**src/rtl/wb_arbiter.sv**
```systemverilog
// Write-back arbiter: round-robin grants up to two register writes per cycle into a registered write stage.
// Define WB_FWD_EN to enable the forwarding lookup into the pending write stage (otherwise fwd_hit_o/fwd_data_o are 0).
module wb_arbiter #(
  parameter int NREQ = 4
) (
  input  logic                   clk,
  input  logic                   rst,
  input  logic [NREQ-1:0]        req_valid_i,
  input  logic [NREQ-1:0][4:0]   req_addr_i,
  input  logic [NREQ-1:0][31:0]  req_data_i,
  output logic [NREQ-1:0]        req_ready_o,
  output logic [1:0]             write_ena_o,
  output logic [1:0][4:0]        write_addr_o,
  output logic [1:0][31:0]       write_data_o,
  input  logic [1:0][4:0]        fwd_addr_i,
  output logic [1:0]             fwd_hit_o,
  output logic [1:0][31:0]       fwd_data_o
);

  localparam int PW = (NREQ > 1) ? $clog2(NREQ) : 1;
  typedef logic [PW-1:0] idx_t;

  function automatic idx_t rr_idx(idx_t base, int off);
    return idx_t'((int'(base) + off) % NREQ);
  endfunction

  idx_t             ptr_q, ptr_d;
  idx_t             cand;
  idx_t             s0_idx, s1_idx;
  logic             s0_vld, s1_vld;
  logic [NREQ-1:0]  grant;
  logic [1:0]       ena_q;
  logic [1:0][4:0]  addr_q;
  logic [1:0][31:0] data_q;

  // Slot 1 skips requesters that would collide with slot 0 on a nonzero register.
  always_comb begin
    cand   = '0;
    s0_idx = '0;
    s1_idx = '0;
    s0_vld = 1'b0;
    s1_vld = 1'b0;
    grant  = '0;
    for (int p = 0; p < NREQ; p++) begin
      cand = rr_idx(ptr_q, p);
      if (req_valid_i[cand]) begin
        if (!s0_vld) begin
          s0_vld = 1'b1;
          s0_idx = cand;
        end else if (!s1_vld &&
                     ((req_addr_i[cand] != req_addr_i[s0_idx]) || (req_addr_i[cand] == 5'd0))) begin
          s1_vld = 1'b1;
          s1_idx = cand;
        end
      end
    end
    if (s0_vld) grant[s0_idx] = 1'b1;
    if (s1_vld) grant[s1_idx] = 1'b1;
  end

  always_comb begin
    ptr_d = ptr_q;
    if (s1_vld)      ptr_d = rr_idx(s1_idx, 1);
    else if (s0_vld) ptr_d = rr_idx(s0_idx, 1);
  end

  assign req_ready_o = rst ? '0 : grant;

  always_ff @(posedge clk) begin
    if (rst) begin
      ptr_q  <= '0;
      ena_q  <= '0;
      addr_q <= '0;
      data_q <= '0;
    end else begin
      ptr_q <= ptr_d;
      if (s0_vld) begin
        ena_q[0]  <= (req_addr_i[s0_idx] != 5'd0);
        addr_q[0] <= req_addr_i[s0_idx];
        data_q[0] <= req_data_i[s0_idx];
      end else begin
        ena_q[0] <= 1'b0;
      end
      if (s1_vld) begin
        ena_q[1]  <= (req_addr_i[s1_idx] != 5'd0);
        addr_q[1] <= req_addr_i[s1_idx];
        data_q[1] <= req_data_i[s1_idx];
      end else begin
        ena_q[1] <= 1'b0;
      end
    end
  end

  assign write_ena_o  = ena_q;
  assign write_addr_o = addr_q;
  assign write_data_o = data_q;

`ifdef WB_FWD_EN
  // Enabled slots never share a nonzero address, so at most one slot can match.
  always_comb begin
    fwd_hit_o  = '0;
    fwd_data_o = '0;
    for (int j = 0; j < 2; j++) begin
      for (int k = 0; k < 2; k++) begin
        if (ena_q[k] && (fwd_addr_i[j] != 5'd0) && (addr_q[k] == fwd_addr_i[j])) begin
          fwd_hit_o[j]  = 1'b1;
          fwd_data_o[j] = data_q[k];
        end
      end
    end
  end
`else
  logic unused_fwd;
  assign unused_fwd = ^fwd_addr_i;
  assign fwd_hit_o  = '0;
  assign fwd_data_o = '0;
`endif

endmodule

```
**config.mk**
```make
export PLATFORM = sky130hd
export DESIGN_NAME = wb_arbiter
export DESIGN_NICKNAME = d
export VERILOG_FILES = /design/src/rtl/wb_arbiter.sv
export SDC_FILE = /design/constraint.sdc
export NUM_CORES = 1
export LEC_CHECK = 0
export CORE_MARGIN = 2
export CORE_UTILIZATION = 47
export CTS_CLUSTER_SIZE = 16
export DETAILED_ROUTE_END_ITERATION = 6
export PLACE_DENSITY = 0.95
export SYNTH_ARGS = -nofsm -noshare
export SYNTH_HDL_FRONTEND = slang
export SYNTH_SLANG_ARGS = --single-unit
```
**constraint.sdc**
```tcl
create_clock -name clk -period 17.6 [get_ports clk]
set_input_delay 3.52 -clock clk [delete_from_list [all_inputs] [get_ports clk]]
set_output_delay 3.52 -clock clk [all_outputs]
set_load 0.005 [all_outputs]
```
== Yosys cells after proc, flatten, opt, wreduce, memory -nomap -nowiden ==
Cells that the tools add are included.
Widths: inputs -> output; s select.
Storage, ports and cells
  flip-flop bits (word level): 78
  bits in latches: 0
  memory bits (writable): 0
  ROM bits: 0
  input port bits: 164
  memories kept: 0
Cells by class
  add/sub/neg operators: 5
  multipliers: 0
  div/mod/pow operators: 0
  $lt $le $gt $ge: 11
  equal/unequal tests: 3
  shift operators: 0
  muxes and demuxes: 66
  bitwise logic cells: 3
  reduce and logical (&&, ||, !) cells: 17
Operators with widths (number)
  $bmux 32 s2: 2
  $bmux 5 s2: 8
  $mux 32: 2
  $mux 5: 8
  $mux 2: 18
  $lt 2x3->1 const B: 9
  $mux 1: 19
  $logic_not 5->1: 3
  $ne 5x5->1: 3
  $mux 4: 3
  $reduce_bool 5->1: 2
  $bmux 1 s2: 4
  $add 2x1->2 const B: 3
  $add 2x2->2 const B: 2
  $demux 1 s2: 2
  $ge 2x1->1 const B: 2
  $logic_and 1x1->1: 4
  $or 4x4->4: 1
  $reduce_or 2->1: 2
  $logic_or 1x1->1: 3
  $logic_not 1->1: 2
  $not 1->1: 2
  $reduce_bool 2->1: 1

== Longest topological paths before layout ==
Gate-level depths: netlist of run 1.
  depth after elaboration: 27
  depth in mapped cells: 23
  mapped depth without buffers: 16

== Worst setup path before layout of run 1 ==
OpenSTA, ideal clock, no wires.
  path kind: input-to-output
  from: input port req_valid_i[3]
  to: output port req_ready_o[2]
  data arrival time: 7.341 ns
  required time: 14.080 ns
  slack: 6.739 ns
  cell stages on the path: 18
  path buffers: 4
  path through: buf_2 and2_1 o21a_1 o21bai_1 ha_1 inv_1 mux2i_4 o31ai_1 mux2i_1 o22ai_1 a2111oi_1 a311oi_4 nor2_2 buf_6 buf_2 nand3b_1 buf_2 o22ai_1
Between the ends
  word-level cells in the longest chain between the ends: 27
Ends and longest elaborated chain
  from (decl): RTL line 8  | input logic [NREQ-1:0] req_valid_i,
  $bmux 1 s2: RTL line 46  | if (req_valid_i[cand]) begin
  $mux 1 (implied by the code): RTL line 46
  $mux 2: RTL line 46
  $bmux 5 s2: RTL line 51  | ((req_addr_i[cand] != req_addr_i[s0_idx]) || (req_addr_i[cand] == 5'd0))) begin
  $mux 5 (implied by the code): RTL line 51
  $ne 5x5->1: RTL line 51
  $logic_or 1x1->1: RTL line 51
  $mux 1: RTL line 50  | end else if (!s1_vld &&
  [... 11 more ...]
  $mux 2: RTL line 46
  $lt 2x3->1 (implied by the code) / $ge 2x1->1 (equally long branches): RTL line 58  | if (s1_vld) grant[s1_idx] = 1'b1;
  $logic_and 1x1->1 (implied by the code): RTL line 58
  $mux 1 (implied by the code): RTL line 58
  $demux 1 s2: RTL line 58
  $or 4x4->4 (no line)
  $mux 4 *: RTL line 58
  $mux 4 *: RTL line 67  | assign req_ready_o = rst ? '0 : grant;
  to (decl): RTL line 11  | output logic [NREQ-1:0] req_ready_o,
Mark *: on every way between the ends. The rest lies on a longest branch, timed or not. The select of a mux whose other input is x is not followed.

== Worst setup path after layout of run 1 ==
  from: input port req_valid_i[2]
  to: output port req_ready_o[0]
Same word-level chain as after synthesis.

==> impl_metrics.toml, run 1 <==
[critical_path]
crit_path_frequent_cell = "sky130_fd_sc_hd__clkdlybuf4s50_1"
timing.critical_path.required_ns = 14.08
worst-path-max-fanout = 28
critPathArrivalTime_ns = 9.62
worstSetupPathType = "input pin to primary output"
timing.critical_path.slowest_stage_cell = "sky130_fd_sc_hd__a311oi_4"
cp_num_buf_inv = 4
rr_endpoint = "write_ena_o[1]"
r2r_setup_slack_ns = 11.18
timing.critical_path.slowest_cell_delay_ns = 0.95
critical_path.cell_chain = "clkdlybuf4s50_1 > nor2b_1 > o21a_1 > o21bai_1 > ha_1 > inv_1 > mux2i_4 > o21ai_2 > and3_4 > or3b_1 > a211oi_2 > o2111ai_2 > a311oi_4 > nor2_4 > buf_4 > o41ai_1 > clkdlybuf4s50_1"
cp-end-kind = "primary output"
critical_path.reg2reg.startpoint = "ptr_q[0]"
worst-r2r-cell-count = 19
cp_startpoint_kind = "input pin"
cell_family_with_the_largest_share_of_critical_path_delay = "compound AO/OA/AOI/OAI gates"

[synth]
synth_flop_cell = "sky130_fd_sc_hd__dfxtp_1"
synthesized_area_fraction_occupied_by_and_or_nand_nor_cells = 0.275
postSynthRegisterBits = 78
postSynth.asyncResetShare = 0
post_synth_inst_count = 1000
ys_warn_count = 0
post_synth.cell_area_avg_um2 = 7.18
multiplexer_fraction_of_the_synthesized_cell_area = 0.179
netlist_area_mm2 = 0.00718
compound_cell_area_share_of_the_yosys_netlist = 0.188
yosysUniqueCellTypes = 71
synth_edf_count = 0
synth_xor_xnor_area_share = 0.0159
synthAdderAreaFrac = 0.00174
ys_seq_area_frac = 0.218
main_combinational_cell_family_by_area_after_synthesis = "simple AND/OR/NAND/NOR gates"

[placed_design]
dp_hpwl_um = 17800
place_congestion = 0.881
area_of_placed_instances_mm2 = 0.00930
placement.io_buffers = 233
preCtsSetupSlack_ns = 4.62

[job]
drv_cap = 0

[clock_tree]
clk_transition_reported_paths_ns = 0.06
holdBufCountCts = 0
clk_path_buf_depth = 2
cts.sink_count = 78
tritoncts = "built"
cts.root.buffer_cell = "sky130_fd_sc_hd__clkbuf_16"
cts_buffers = 9
cts_resized = 0
cts.repair_timing.setup_buffer_count = 0
cts_htree_levels = 3
worstSkewPairLatency_ns = 0.33

[finish]
area_growth_syn_to_layout_pct = 33.8
finalNetCount = 1340
fill_cells = 1203
final_util = 0.638
num_antenna_cells = 0
layout.cells.most_common_list = "232 x sky130_fd_sc_hd__nand2_1, 232 x sky130_fd_sc_hd__clkdlybuf4s50_1, 138 x sky130_fd_sc_hd__nand3_1, 77 x sky130_fd_sc_hd__dfxtp_1, 66 x sky130_fd_sc_hd__conb_1"
post-route-cell-area_mm2 = 0.00960
fraction_of_final_layout_cells_sized_beyond_drive_strength_1 = 0.0890

[drt]
drt.antenna.violating_nets = 0
vias = 8331
detail_route.wl_per_cell_um = 19.5
avgViaCountPerCell = 6.09
drt_pass1_iterations = 6
drt_first_iter_violations = 894
drcViolationCount = 0
wl_um = 26600

[die]
die-area_mm2 = 0.0163
core_area_mm2 = 0.0150
initial_util = 0.477
row_count = 45
overall_die_width_um = 128
ios = 310
fp.dieH_um = 128

[sta]
worst_clock_skew_ns = 0.00882
setup_viol = 0
worst_slew_pin_slew_ns = 1.21
max-slew-margin-rel = 0.196
final_critical_path_setup_slack_ns = 4.46
fmax_mhz = 76.1
timing.final.crit_share = 0.747
fin_tns_setup_ns = 0
timing.final.hold_violations = 0
min_period_ns = 13.14
rsz_0062_raised_after_global_routing = "no"
total_count_of_max_transition_violations_in_the_final_report = 0

[pwr]
power-per-cell-area_mw_per_mm2 = 198
power.ir.vdd_worst_mv = 0.127
p_leak_nw = 3.79

[grt]
grt_first_pass_wirelength_um = 40800
grt-ovfl-total = 0
gr_usage_total = 0.314
grt_pass1_vias = 7786
grt_start_max_net_pins = 71
initial_antenna_violation_count = 0

[outcome]
status = "completed"

[hold_path]
worst_hold_path_type = "flip-flop to flip-flop"
min_path_cells = 2
hold_path.startpoint = "write_data_o[16]"
hold_end = "write_data_o[16]"
==> cells by family (layout without fill, tap and decap cells) <==
group | count (synthesis) | in the layout
AOI/OAI and AO/OA | 207 | 207
DFF | 78 | 78
adders and majority gates | 1 | 1
xor gates and xnor gates | 13 | 13
and+or+nand+nor | 439 | 439
other | 1 | 66
muxes | 105 | 105
buffers and inverters | 156 | 271
==> final cells by class <==
class	instances	area (µm²)	share of cell area
Clock buffer	13	250	0.0261
Timing Repair Buffer	251	2460	0.257
Clock inverter	3	43.8	0.00456
Sequential cell	78	1560	0.163
Tap cell	188	235	0.0245
Multi-Input combinational cell	831	5030	0.524
Inverter	4	15.0	0.00156
==> cell usage after synthesis, types with 4 or more instances <==
| master | count | area, µm² |
|---|---|---|
| sky130_fd_sc_hd__o21a_1 | 4 | 30.0 |
| sky130_fd_sc_hd__buf_2 | 17 | 85.1 |
| sky130_fd_sc_hd__mux4_2 | 12 | 270 |
| sky130_fd_sc_hd__xor2_1 | 7 | 61.3 |
| sky130_fd_sc_hd__buf_4 | 69 | 518 |
| sky130_fd_sc_hd__and2_1 | 4 | 25.0 |
| sky130_fd_sc_hd__xnor2_1 | 6 | 52.6 |
| sky130_fd_sc_hd__o21ai_0 | 33 | 165 |
| sky130_fd_sc_hd__inv_1 | 4 | 15.0 |
| sky130_fd_sc_hd__clkbuf_1 | 55 | 206 |
| sky130_fd_sc_hd__nand2b_1 | 4 | 25.0 |
| sky130_fd_sc_hd__dfxtp_1 | 78 | 1560 |
| sky130_fd_sc_hd__o22ai_1 | 16 | 100 |
| sky130_fd_sc_hd__a21oi_1 | 65 | 325 |
| sky130_fd_sc_hd__nand2_1 | 232 | 871 |
| sky130_fd_sc_hd__and3_1 | 9 | 56.3 |
| sky130_fd_sc_hd__o211ai_1 | 25 | 188 |
| sky130_fd_sc_hd__a21boi_0 | 7 | 52.6 |
| sky130_fd_sc_hd__a211oi_1 | 5 | 37.5 |
| sky130_fd_sc_hd__nand3_1 | 138 | 691 |
| sky130_fd_sc_hd__a31oi_1 | 5 | 31.3 |
| sky130_fd_sc_hd__mux2i_1 | 49 | 490 |
| sky130_fd_sc_hd__buf_1 | 9 | 33.8 |
| sky130_fd_sc_hd__mux2_2 | 42 | 473 |
| sky130_fd_sc_hd__a22oi_1 | 14 | 105 |
| sky130_fd_sc_hd__nor2_1 | 21 | 78.8 |
| sky130_fd_sc_hd__nor3_1 | 5 | 25.0 |
| sky130_fd_sc_hd__nor2b_1 | 7 | 43.8 |
==> power breakdown <==
part	switching (W)	leakage [nW]	internal [W]
Sequential	0.0000351	0.649	0.000250
Combinational	0.000820	3.00	0.000601
Clock	0.0000756	0.144	0.000114
Total	0.000931	3.79	0.000965
==> worst min-delay path, stage by stage (launching register included) <==
cell and delay (ns):
sky130_fd_sc_hd__dfxtp_1 0.31, sky130_fd_sc_hd__nand2_1 0.05, sky130_fd_sc_hd__a21oi_1 0.05
==> stage by stage <==
stage	cells	total power [W]	hold slack, ns
final	1368	0.00190	0.450
after global routing	1368	0.00202	0.469
after CTS	1368	0.00187	0.451
after detailed placement	1352	0.00167	0.442
after global placement	1352	0.00164	0.437
after floorplan	1065	0.00124	0.448
==> worst max-delay path by stage <==
stage / cells past startpoint / slack (ns) / from / end
6_report: 17 / 4.46 / req_valid_i[2] / req_ready_o[0]
4_1_cts: 17 / 4.59 / req_valid_i[2] / req_ready_o[0]
2_1_floorplan: 18 / 6.74 / req_valid_i[3] / req_ready_o[2]
3_5_place_dp: 17 / 4.62 / req_valid_i[2] / req_ready_o[0]
5_1_grt: 17 / 4.00 / req_valid_i[2] / req_ready_o[0]
3_3_place_gp: 17 / 4.69 / req_valid_i[2] / req_ready_o[0]
==> registers in the layout (all words and copies together), names as in the netlist <==
name,flops
ptr_q,2
write_addr_o,10
write_data_o,64
write_ena_o,2
==> routing by layer <==
| metal | global-route usage | routed length, µm | up-vias |
|---|---|---|---|
| met5 | 0 | 0 | - |
| met4 | 0.131 | 933 | 0 |
| met3 | 0.0741 | 2970 | 95 |
| met2 | 0.512 | 12500 | 589 |
| met1 | 0.398 | 10300 | 3858 |
| li1 | - | - | 3789 |
(Power assumes the default switching activity.)
==> run 2, diff against run 1 <==
--- a/config.mk
+++ b/config.mk
@@ -6,10 +6,10 @@
 export NUM_CORES = 1
 export LEC_CHECK = 0
 export CORE_MARGIN = 2
-export CORE_UTILIZATION = 47
+export CORE_UTILIZATION = 44
 export CTS_CLUSTER_SIZE = 16
 export DETAILED_ROUTE_END_ITERATION = 6
-export PLACE_DENSITY = 0.95
+export PLACE_DENSITY = 0.93
 export SYNTH_ARGS = -nofsm -noshare
 export SYNTH_HDL_FRONTEND = slang
 export SYNTH_SLANG_ARGS = --single-unit
==> constraint.sdc (replaced) <==
create_clock -name clk -period 12.2 [get_ports clk]
set_input_delay 2.44 -clock clk [delete_from_list [all_inputs] [get_ports clk]]
set_output_delay 2.44 -clock clk [all_outputs]
set_load 0.005 [all_outputs]
==> run 2 against run 1 <==
Compared with the run above:
- non-clock buffer count unchanged
- first-iteration DRC count increased by 19%
- sequential cell count unchanged
- combinational power increased by 46%
- worst setup slack got worse by 3.3 ns
- highest routed layer unchanged
- clock skew decreased by 0.0037 ns
- total power increased by 46%
- largest cell class unchanged
==> impl_metrics.toml, run 2 (synthesized netlist as in run 1, its figures left out) <==
[outcome]
status = "completed"

[critical_path]
timing.critical_path.slowest_stage_cell = "sky130_fd_sc_hd__clkdlybuf4s50_1"
crit_path_frequent_cell = "sky130_fd_sc_hd__clkdlybuf4s50_1"
worst-path-max-fanout = 19
critical_path.cell_chain = "clkdlybuf4s50_1 > nor2b_1 > o21a_1 > o21bai_1 > ha_1 > inv_1 > mux2i_4 > o2111ai_1 > o31ai_1 > mux2i_1 > o22ai_1 > a2111oi_1 > a311oi_4 > buf_4 > nor2_4 > nand3b_1 > nand2b_1 > o21ai_0 > clkdlybuf4s50_1"
cell_family_with_the_largest_share_of_critical_path_delay = "compound AO/OA/AOI/OAI gates"
timing.critical_path.required_ns = 9.76
critPathArrivalTime_ns = 8.62
r2r_setup_slack_ns = 6.13
cp_startpoint_kind = "input pin"
worstSetupPathType = "input pin to primary output"
cp-end-kind = "primary output"
timing.critical_path.slowest_cell_delay_ns = 0.79
cp_num_buf_inv = 4

[clock_tree]
cts_resized = 0
cts.root.buffer_cell = "sky130_fd_sc_hd__clkbuf_16"
cts.repair_timing.setup_buffer_count = 0
holdBufCountCts = 0
cts_buffers = 9
tritoncts = "built"
clk_transition_reported_paths_ns = 0.06
cts.sink_count = 78
cts_htree_levels = 3
clk_path_buf_depth = 2
worstSkewPairLatency_ns = 0.34

[sta]
worst_clock_skew_ns = 0.00509
timing.final.crit_share = 0.906
worst_slew_pin_slew_ns = 1.33
setup_viol = 0
max-slew-margin-rel = 0.112
fin_tns_setup_ns = 0
total_count_of_max_transition_violations_in_the_final_report = 0
rsz_0062_raised_after_global_routing = "no"
timing.final.hold_violations = 0
min_period_ns = 11.06
fmax_mhz = 90.4

[grt]
grt-ovfl-total = 0
grt_start_max_net_pins = 82
initial_antenna_violation_count = 0
gr_usage_total = 0.306
grt_first_pass_wirelength_um = 42600
grt_pass1_vias = 8043

[drt]
drt_pass1_iterations = 6
drt_first_iter_violations = 1068
vias = 8391
drt.antenna.violating_nets = 0
detail_route.wl_per_cell_um = 19.9
avgViaCountPerCell = 6.01
drcViolationCount = 0
wl_um = 27700

[die]
fp.dieH_um = 132
row_count = 46
ios = 310
core_area_mm2 = 0.0159
die-area_mm2 = 0.0173
overall_die_width_um = 132
initial_util = 0.452

[finish]
fill_cells = 1349
final_cells = 1396
finalNetCount = 1340
fraction_of_final_layout_cells_sized_beyond_drive_strength_1 = 0.0915
num_antenna_cells = 0
max_ffs_per_register = 64
layout.cells.most_common_list = "232 x sky130_fd_sc_hd__nand2_1, 232 x sky130_fd_sc_hd__clkdlybuf4s50_1, 138 x sky130_fd_sc_hd__nand3_1, 77 x sky130_fd_sc_hd__dfxtp_1, 66 x sky130_fd_sc_hd__conb_1"
area_growth_syn_to_layout_pct = 34.3

[placed_design]
placement.io_buffers = 233
placed_cells = 1380
dp_hpwl_um = 18800
place_congestion = 0.919

[hold_path]
worst_hold_path_type = "flip-flop to flip-flop"

[pwr]
p_leak_nw = 3.80
power-per-cell-area_mw_per_mm2 = 287
power.ir.vdd_worst_mv = 0.176

[job]
drv_cap = 0
run 2: cell count changes in the layout (fill, tap and decap cells not counted):
cell	delta
sky130_fd_sc_hd__clkbuf_8	+3
sky130_fd_sc_hd__nand2b_2	+1
sky130_fd_sc_hd__nand2b_1	-1
sky130_fd_sc_hd__clkbuf_1	-2
sky130_fd_sc_hd__bufinv_16	-1
run 2: cell type report:
type                    instances  area (µm²)  share of cell area
clock buffers                  14         284              0.0295
clock inverters                 2        13.8             0.00143
flip-flops and latches         78        1560               0.162
well taps                     216         270              0.0280
multi-input cells             831        5030               0.522
inverters                       4        15.0             0.00156
repair buffers                251        2460               0.255
run 2: worst reg2reg max path: stages, from the launching register on:
cell                        delay [ns]
sky130_fd_sc_hd__dfxtp_1          0.30
sky130_fd_sc_hd__buf_4            0.29
sky130_fd_sc_hd__nor2b_1          0.57
sky130_fd_sc_hd__o21a_1           0.39
sky130_fd_sc_hd__o21bai_1         0.16
sky130_fd_sc_hd__ha_1             0.21
sky130_fd_sc_hd__inv_1            0.17
sky130_fd_sc_hd__mux2i_4          0.37
sky130_fd_sc_hd__o2111ai_1        0.18
sky130_fd_sc_hd__o31ai_1          0.15
sky130_fd_sc_hd__mux2i_1          0.23
sky130_fd_sc_hd__o22ai_1          0.13
sky130_fd_sc_hd__a2111oi_1        0.73
sky130_fd_sc_hd__a311oi_4         0.08
sky130_fd_sc_hd__buf_4            0.27
sky130_fd_sc_hd__nor2_4           0.56
sky130_fd_sc_hd__mux4_1           0.72
sky130_fd_sc_hd__nor4_2           0.27
sky130_fd_sc_hd__a211oi_1         0.12
run 2: worst paths after layout:
| check | startpoint | end | depth (start not counted) |
|---|---|---|---|
| max | req_valid_i[2] | req_ready_o[3] | 19 |
| min | write_data_o[25] | write_data_o[25] | 2 |
| max reg2reg | ptr_q[0] | write_ena_o[1] | 18 |
| min reg2reg | write_data_o[25] | write_data_o[25] | 2 |
run 2: where the power goes:
part / internal, W / switching, W
combinational: 0.000874 / 0.00120
sequential: 0.000361 / 0.0000543
clock: 0.000160 / 0.000109
run 2: through the flow:
stage          hold WS, ns  cell area (µm²)  total power, W   util  worst slack [ns]
5_1_grt              0.470             9640         0.00293  0.607             0.859
6_report             0.450             9640         0.00276  0.607              1.14
3_3_place_gp         0.438             9340         0.00238  0.588              1.53
3_5_place_dp         0.443             9340         0.00243  0.588              1.26
4_1_cts              0.452             9640         0.00272  0.607              1.22
2_1_floorplan        0.448             7420         0.00178      -              3.50
run 2: routing by layer:
layer  vias up  track usage  routed length [µm]
li1       3791            -                   -
met1      3927        0.361               10500
met2       555        0.514               13100
met3       118       0.0868                2850
met4         0        0.145                1280
met5         -            0                   0
